## config.mk

```make
export PLATFORM = sky130hd
export DESIGN_NAME = control_unit_flat
export DESIGN_NICKNAME = d
export VERILOG_FILES = /design/src/rtl/control_unit_pkg.sv /design/src/rtl/control_unit_if.sv /design/src/rtl/control_unit_enter_edge.sv /design/src/rtl/control_unit.sv /design/src/flat_wrapper.sv
export SDC_FILE = /design/constraint.sdc
export NUM_CORES = 1
export LEC_CHECK = 0
export BUFFER_PORTS_ARGS = -buffer_cell sky130_fd_sc_hd__buf_2
export CORE_AREA = 2 2 39 41
export CTS_CLUSTER_DIAMETER = 80
export DETAILED_ROUTE_END_ITERATION = 12
export DIE_AREA = 0 0 41 43
export HOLD_SLACK_MARGIN = 0.02
export SYNTH_ARGS = -nofsm -noshare
export SYNTH_HDL_FRONTEND = slang
export SYNTH_SLANG_ARGS = --single-unit
```

## constraint.sdc

```tcl
create_clock -name Clock -period 1.8 [get_ports Clock]
set_input_delay 0.09 -clock Clock [delete_from_list [all_inputs] [get_ports Clock]]
set_output_delay 0.09 -clock Clock [all_outputs]
set_load 0.02 [all_outputs]
```

## src/rtl/control_unit_pkg.sv

```systemverilog
// Shared constants for the accumulator-processor controller: opcodes, state
// encodings, A-source selects and the strobe bundle driven each cycle.
package cu_pkg;

  localparam logic [2:0] OP_LOAD  = 3'b000;
  localparam logic [2:0] OP_STORE = 3'b001;
  localparam logic [2:0] OP_ADD   = 3'b010;
  localparam logic [2:0] OP_SUB   = 3'b011;
  localparam logic [2:0] OP_IN    = 3'b100;
  localparam logic [2:0] OP_JZ    = 3'b101;
  localparam logic [2:0] OP_JPOS  = 3'b110;
  localparam logic [2:0] OP_HALT  = 3'b111;

  localparam logic [3:0] ST_START  = 4'd0;
  localparam logic [3:0] ST_FETCH  = 4'd1;
  localparam logic [3:0] ST_DECODE = 4'd2;
  localparam logic [3:0] ST_LOAD   = 4'd3;
  localparam logic [3:0] ST_STORE  = 4'd4;
  localparam logic [3:0] ST_ADD    = 4'd5;
  localparam logic [3:0] ST_SUB    = 4'd6;
  localparam logic [3:0] ST_INPUT  = 4'd7;
  localparam logic [3:0] ST_JZ     = 4'd8;
  localparam logic [3:0] ST_JPOS   = 4'd9;
  localparam logic [3:0] ST_HALT   = 4'd10;

  localparam logic [1:0] ASEL_ALU = 2'b00;
  localparam logic [1:0] ASEL_MEM = 2'b01;
  localparam logic [1:0] ASEL_IN  = 2'b10;

  typedef struct packed {
    logic       irload;
    logic       jmpmux;
    logic       pcload;
    logic       meminst;
    logic       memwr;
    logic [1:0] asel;
    logic       aload;
    logic       sub;
    logic       halt;
  } ctrl_t;

  function automatic logic [3:0] exec_state(input logic [2:0] op);
    case (op)
      OP_LOAD:  return ST_LOAD;
      OP_STORE: return ST_STORE;
      OP_ADD:   return ST_ADD;
      OP_SUB:   return ST_SUB;
      OP_IN:    return ST_INPUT;
      OP_JZ:    return ST_JZ;
      OP_JPOS:  return ST_JPOS;
      default:  return ST_HALT;
    endcase
  endfunction

endpackage

```

## src/rtl/control_unit_if.sv

```systemverilog
// Controller <-> datapath bundle: opcode, flags and operator key in; strobes out.
interface control_unit_if;
  logic [2:0] IR;
  logic       Aeq0;
  logic       Apos;
  logic       Enter;
  logic       IRload;
  logic       JMPmux;
  logic       PCload;
  logic       Meminst;
  logic       MemWr;
  logic [1:0] Asel;
  logic       Aload;
  logic       Sub;
  logic       Halt;
  logic [3:0] State;

  modport master (
    input  IR, Aeq0, Apos, Enter,
    output IRload, JMPmux, PCload, Meminst, MemWr, Asel, Aload, Sub, Halt, State
  );

  modport slave (
    output IR, Aeq0, Apos, Enter,
    input  IRload, JMPmux, PCload, Meminst, MemWr, Asel, Aload, Sub, Halt, State
  );
endinterface

```

## src/rtl/control_unit_enter_edge.sv

```systemverilog
// Rising-edge detector for the operator Enter key.
module enter_edge (
  input  logic Clock,
  input  logic Reset,
  input  logic Enter,
  output logic Press
);

  logic enter_q;

  // Resetting high means a key held through reset never registers as a press.
  always_ff @(posedge Clock or posedge Reset) begin
    if (Reset) enter_q <= 1'b1;
    else       enter_q <= Enter;
  end

  assign Press = Enter & ~enter_q;

endmodule

```

## src/rtl/control_unit.sv

```systemverilog
// Fetch/decode/execute FSM driving every datapath strobe of the 8-bit
// accumulator processor.
module control_unit
  import cu_pkg::*;
(
  input  logic          Clock,
  input  logic          Reset,
  control_unit_if.master cu
);

  logic [3:0] state_q, state_d;
  logic       press;
  ctrl_t      ctrl;

  enter_edge u_enter_edge (
    .Clock (Clock),
    .Reset (Reset),
    .Enter (cu.Enter),
    .Press (press)
  );

  always_ff @(posedge Clock or posedge Reset) begin
    if (Reset) state_q <= ST_START;
    else       state_q <= state_d;
  end

  always_comb begin
    state_d = state_q;
    ctrl    = '0;
    case (state_q)
      ST_START: state_d = ST_FETCH;
      ST_FETCH: begin
        ctrl.irload = 1'b1;
        ctrl.pcload = 1'b1;
        state_d     = ST_DECODE;
      end
      ST_DECODE: begin
        ctrl.meminst = 1'b1;
        state_d      = exec_state(cu.IR);
      end
      ST_LOAD: begin
        ctrl.meminst = 1'b1;
        ctrl.asel    = ASEL_MEM;
        ctrl.aload   = 1'b1;
        state_d      = ST_FETCH;
      end
      ST_STORE: begin
        ctrl.meminst = 1'b1;
        ctrl.memwr   = 1'b1;
        state_d      = ST_FETCH;
      end
      ST_ADD, ST_SUB: begin
        ctrl.meminst = 1'b1;
        ctrl.asel    = ASEL_ALU;
        ctrl.aload   = 1'b1;
        ctrl.sub     = (state_q == ST_SUB);
        state_d      = ST_FETCH;
      end
      ST_INPUT: begin
        ctrl.asel  = ASEL_IN;
        ctrl.aload = press;
        if (press) state_d = ST_FETCH;
      end
      // A false flag falls through: PC+1 was already loaded in FETCH.
      ST_JZ: begin
        ctrl.pcload = cu.Aeq0;
        ctrl.jmpmux = cu.Aeq0;
        state_d     = ST_FETCH;
      end
      ST_JPOS: begin
        ctrl.pcload = cu.Apos;
        ctrl.jmpmux = cu.Apos;
        state_d     = ST_FETCH;
      end
      ST_HALT:  ctrl.halt = 1'b1;
      default:  state_d = ST_START;
    endcase
  end

  assign cu.IRload  = ctrl.irload;
  assign cu.JMPmux  = ctrl.jmpmux;
  assign cu.PCload  = ctrl.pcload;
  assign cu.Meminst = ctrl.meminst;
  assign cu.MemWr   = ctrl.memwr;
  assign cu.Asel    = ctrl.asel;
  assign cu.Aload   = ctrl.aload;
  assign cu.Sub     = ctrl.sub;
  assign cu.Halt    = ctrl.halt;
  assign cu.State   = state_q;

endmodule

```

## src/flat_wrapper.sv

```systemverilog
// flat-port wrapper written by rule: the top's interface ports become plain ports
module control_unit_flat import cu_pkg::*;
  (Clock, Reset, cu_IR, cu_Aeq0, cu_Apos, cu_Enter, cu_IRload, cu_JMPmux, cu_PCload, cu_Meminst, cu_MemWr, cu_Asel, cu_Aload, cu_Sub, cu_Halt, cu_State);
  control_unit_if cu_i ();
  input  logic Clock;
  input  logic Reset;
  input wire logic [$bits(cu_i.IR)-1:0] cu_IR;
  input wire logic [$bits(cu_i.Aeq0)-1:0] cu_Aeq0;
  input wire logic [$bits(cu_i.Apos)-1:0] cu_Apos;
  input wire logic [$bits(cu_i.Enter)-1:0] cu_Enter;
  output wire logic [$bits(cu_i.IRload)-1:0] cu_IRload;
  output wire logic [$bits(cu_i.JMPmux)-1:0] cu_JMPmux;
  output wire logic [$bits(cu_i.PCload)-1:0] cu_PCload;
  output wire logic [$bits(cu_i.Meminst)-1:0] cu_Meminst;
  output wire logic [$bits(cu_i.MemWr)-1:0] cu_MemWr;
  output wire logic [$bits(cu_i.Asel)-1:0] cu_Asel;
  output wire logic [$bits(cu_i.Aload)-1:0] cu_Aload;
  output wire logic [$bits(cu_i.Sub)-1:0] cu_Sub;
  output wire logic [$bits(cu_i.Halt)-1:0] cu_Halt;
  output wire logic [$bits(cu_i.State)-1:0] cu_State;
  assign cu_i.IR = cu_IR;
  assign cu_i.Aeq0 = cu_Aeq0;
  assign cu_i.Apos = cu_Apos;
  assign cu_i.Enter = cu_Enter;
  assign cu_IRload = cu_i.IRload;
  assign cu_JMPmux = cu_i.JMPmux;
  assign cu_PCload = cu_i.PCload;
  assign cu_Meminst = cu_i.Meminst;
  assign cu_MemWr = cu_i.MemWr;
  assign cu_Asel = cu_i.Asel;
  assign cu_Aload = cu_i.Aload;
  assign cu_Sub = cu_i.Sub;
  assign cu_Halt = cu_i.Halt;
  assign cu_State = cu_i.State;
  control_unit u_core (.Clock(Clock), .Reset(Reset), .cu(cu_i));
endmodule
```

# Word-level counts from Yosys, hierarchy flattened
# Index checks and enable logic that the tools add are counted.
[word_totals]
register_bits = 5
input_bits = 8
output_inout_bits = 14
elab_cells = 39
[classes]
n_eq_ne = 17
n_mux = 11
n_bitwise = 3
reduce_logical = 6
[ops]
columns = ["operator", "n"]
rows = [
  ["one-hot mux 4 bit (7 select lines)", 1],
  ["one-hot mux 4 bit (5 select lines)", 1],
  ["== test 4 x 3 -> 1 bit (second input constant)", 4],
  ["== test 4 bit (second input constant)", 3],
  ["== test 3 bit (second input constant)", 3],
  ["one-hot mux 3 bit (3 select lines)", 1],
  ["== test 4 x 2 -> 1 bit (second input constant)", 2],
  ["OR reduction 7 bit", 1],
  ["== test 3 x 2 -> 1 bit (second input constant)", 2],
  ["two-way mux 1 bit", 5],
  ["OR reduction 5 bit", 1],
  ["== test 4 x 1 -> 1 bit (second input constant)", 1],
  ["logical NOT 4 bit", 1],
  ["two-way mux 4 bit", 1],
  ["== test 3 x 1 -> 1 bit (second input constant)", 1],
  ["logical NOT 3 bit", 1],
  ["one-hot mux 1 bit (3 select lines)", 1],
  ["!= test 2 x 1 -> 1 bit (second input constant)", 1],
  ["inverter 1 bit", 2],
  ["one-hot mux 1 bit (2 select lines)", 1],
  ["AND reduction 2 bit", 1],
  ["OR reduction 2 bit", 1],
  ["bitwise AND 1 bit", 1],
]

# Depth between registers and ports, before layout
[depth]
depth_word = 4
mapped_depth = 5
ltp_nobuf = 5

# Hierarchy
# Synthesis repeated with hierarchy kept, for this count alone.
[unflattened]
hier_cells = 48
hier_area_um2 = 401.6
[by_module_without_submodules]
columns = ["mod", "n_inst", "cells_per_inst", "area_each_um2", "seq_area_each_um2"]
rows = [
  ["control_unit", 1, 45, 357.8, 100.1],
  ["enter_edge", 1, 3, 43.8, 26.3],
]

# Worst setup path before layout
# No wires, ideal clock.
[synth_timing]
kind = "register to output"
startpoint = "register u_core.state_q[2], in the netlist u_core.cu.State[2]"
endpoint = "output cu_Aload"
arrival_ns = 1.579
setup_slack_ns = 0.131
stages_incl_launch_ff = 5
path_cell_list = "dfrtp_1 > buf_2 > and3_2 > nor2b_1 > nor4_1"
[synth_between]
elab_chain_cells = 3
elab_cells_between_ends = 6
[synth_rtl]
columns = ["item", "line_no", "rtl"]
rows = [
  ["from (decl)", "control_unit.sv:11", "logic [3:0] state_q, state_d;"],
  ["from (signal assigned)", "control_unit.sv:24", "else state_q <= state_d;"],
  ["== test 4 x 3 -> 1 bit", "control_unit.sv:30", "case (state_q)"],
  ["OR reduction 2 bit", "control_unit.sv:30", ""],
  ["one-hot mux 3 bit (3 select lines) (*)", "control_unit.sv:30", ""],
  ["to (decl)", "flat_wrapper.sv:17", "output wire logic [$bits(cu_i.Aload)-1:0] cu_Aload;"],
]
# Mark *: on every way between the ends. The rest lies on a longest branch, timed or not.

# Worst setup path after layout
[layout_timing]
startpoint = "register u_core.state_q[0], in the netlist u_core.cu.State[0]"
endpoint = "output cu_Halt"
[layout_between]
elab_chain_cells = 2
[layout_rtl]
columns = ["item", "line_no", "rtl"]
rows = [
  ["== test 4 bit", "control_unit.sv:30", ""],
  ["two-way mux 1 bit", "control_unit.sv:30", ""],
  ["to (decl)", "flat_wrapper.sv:19", "output wire logic [$bits(cu_i.Halt)-1:0] cu_Halt;"],
]
# No other way between the ends.

==> results.yml <==
status:
  status: "finished, final reports clean"
global_routing:
  grt_pass1_vias: 360
  use_met2_pct: 15.9
  grt_max_degree: 12
  grt_pass1_wl_mm: 1.41
  busiest_layer: "met2"
  grtUsageMet1_pct: 15.7
  antenna_found_initial: 0
  track_usage_pct: 11.5
  gr-total-overflow: 0
  grt_use_met3_pct: 4.71
routing:
  routedWlPerCell_um: 10.5
  drt.antenna.violating_nets: 0
  firstDrtPassIters: 4
  drc: 0
  vias: 422
  dr.first_iter.drc_count: 8
  drt-total-wl_um: 945
  vias_per_cell: 4.69
cts:
  cts.sinks: 5
  cts_inserted_buffers: 3
  insertion_delay_ns: 0.25
  cts_tree: "yes"
  root_buffer: "clkbuf_4"
  cts_setup_buffers: 0
  cts.path.max_buffers: 2
  h-tree-depth: 1
  clk_pin_slew_ns: 0.05
setup_path:
  critical_path_class: "flip-flop to primary output"
  cp.required_ns: 1.71
  cp-end-kind: "primary output"
  path_max_fanout: 11
  cp-start-kind: "flip-flop"
  crit_arrival_ns: 1.59
layout:
  area_growth_pct: 34.5
  n_fill_cell: 151
  antenna_cells: 0
  finalNetCount: 87
  drive_gt1_share_pct: 41.9
  fin_cells: 90
  fin_area_sq_um: 586
synthesis:
  syn_area_sq_um: 435
  synth.avg_cell_area_sq_um: 8.54
  syn_inst: 51
  synth-async-reset-ratio_pct: 100
  ys_seq_area_share_pct: 29.0
  synth_edf_count: 0
  ys_ff_latch: 5
  syn_nets: 63
  synth.distinct_cells: 26
  synth-warning-count: 0
  synth_ff_type: "dfrtp_1"
placement:
  pre_cts_ws_ns: 0.357
  dpl.hpwl_um: 716
  portBuffers: 21
  dpl.cell_count: 84
  place_area_sq_um: 534
  place_congestion: 0.746
sta:
  clock_skew_ns: 0.00964
  rsz0062_at_grt: "no"
  worstMarginPinSlew_ns: 0.328
  fin_crit_ns: 1.68
  worst_hold_slack_ns: 0.167
  min_period_over_period_pct: 93.4
  final-hold-violation-count: 0
  max_freq_mhz: 595
  tns_ns: 0
  fin_ws_ns: 0.118
  setup_viol_count_final: 0
  slew_viol_final: 0
  maxSlewHeadroom_pct: 78.2
floorplanning:
  initial_core_util_pct: 31.5
  row_count: 14
  num_io_pins: 22
  die_h_um: 43
  coreArea_sq_um: 1380
  fp.dieW_um: 41
  die_area_sq_um: 1760
power_and_ir_drop:
  vdd_ir_drop_max_v: 0.000515
  p_leak_nw: 0.322
  powerDensity_nw_per_um2: 1510
worst_hold_path:
  min_path_type: "input pin to flip-flop"
run:
  max_cap_viol_count: 0
-- metrics by stage --
step           power (mW)  util [%]
5_1_grt             0.958      42.3
4_1_cts             0.879      42.0
6_report            0.885      42.3
3_3_place_gp        0.733      38.6
3_5_place_dp        0.736      38.6
2_1_floorplan       0.612         -
-- per-layer routing --
layer  routed length (um)  share of wire (%)
met1                  450                 48
met2                  405                 43
met3                   89                9.4
met4                    0                  0
met5                    0                  0
-- state kept, by name (all words and copies together), names as in the netlist --
register,cells
u_core.cu.State,4
u_core.u_enter_edge.enter_q,1
-- cell families (layout without fill, tap and decap cells) --
logic type / Yosys count / count (layout) / synth area share [%]
flip-flops: 5 / 5 / 29.0
AO/OA/AOI/OAI: 6 / 6 / 9.48
multiplexers: 2 / 2 / 4.88
buffers and inverters: 10 / 33 / 11.2
AND/OR/NAND/NOR: 24 / 24 / 33.9
adder cells (fa/ha/maj): 4 / 4 / 11.5
-- power by group --
group	switching (mW)	leakage, nW	internal, mW
clock network	0.0548	0.0177	0.0809
registers	0.0928	0.0612	0.150
logic	0.295	0.243	0.212
-- worst max-delay path: stages, from the launching register on --
cell     delay [ns]
dfrtp_1        0.49
or4bb_1        0.62
inv_1          0.08
buf_2          0.15
-- cell usage in the layout, fill, tap and decap left out, types with 2 or more instances in the layout --
master,Yosys,layout
dlygate4sd3_1,0,2
nor2b_1,2,2
or4b_4,1,2
nand2_1,3,3
dfrtp_1,4,4
o21ai_0,3,3
nor3b_1,2,2
nor3_1,4,4
inv_1,6,6
nor4_1,2,2
clkbuf_4,0,3
nor2_1,4,4
buf_2,2,21
ha_1,4,4
-- worst paths after layout --
check | from | to | slack, ns | depth (start not counted)
max in group asynchronous | Reset | u_core.u_enter_edge.enter_q | 1.27 | 3
worst max register to register | u_core.cu.State[0] | u_core.cu.State[3] | 0.38 | 2
worst max-delay path | u_core.cu.State[0] | cu_Halt | 0.12 | 3
worst min register to register | u_core.cu.State[2] | u_core.cu.State[0] | 0.75 | 2
worst min-delay path | cu_IR[2] | u_core.cu.State[3] | 0.17 | 3
min in group asynchronous | Reset | u_core.cu.State[3] | 0.27 | 3
-- layout make-up --
type                    instances  area, sq um  area share (%)
repair buffers                 23          125            21.4
well taps                      16         20.0            3.42
clock inverters                 1         5.00           0.855
multi-input cells              36          264            45.1
flip-flops and latches          5          126            21.6
inverters                       6         22.5            3.85
clock buffers                   3         22.5            3.85
-- repair_timing --
item	CTS	global route
endpoints found under the hold margin	6	0
hold buffers	2	0
endpoints found under the setup margin	0	1
resized for setup	0	1
-- synth_stat cells (2+ instances only) --
cell	number	share of area, %
dfrtp_1	4	23
nand2_1	3	2.6
nor2b_1	2	2.9
nor3_1	4	4.6
nor2_1	4	3.4
inv_1	6	5.2
nor3b_1	2	3.4
nor4_1	2	2.9
o21ai_0	3	3.4
buf_2	2	2.3
ha_1	4	11
Power figures use the tool's default switching activity.
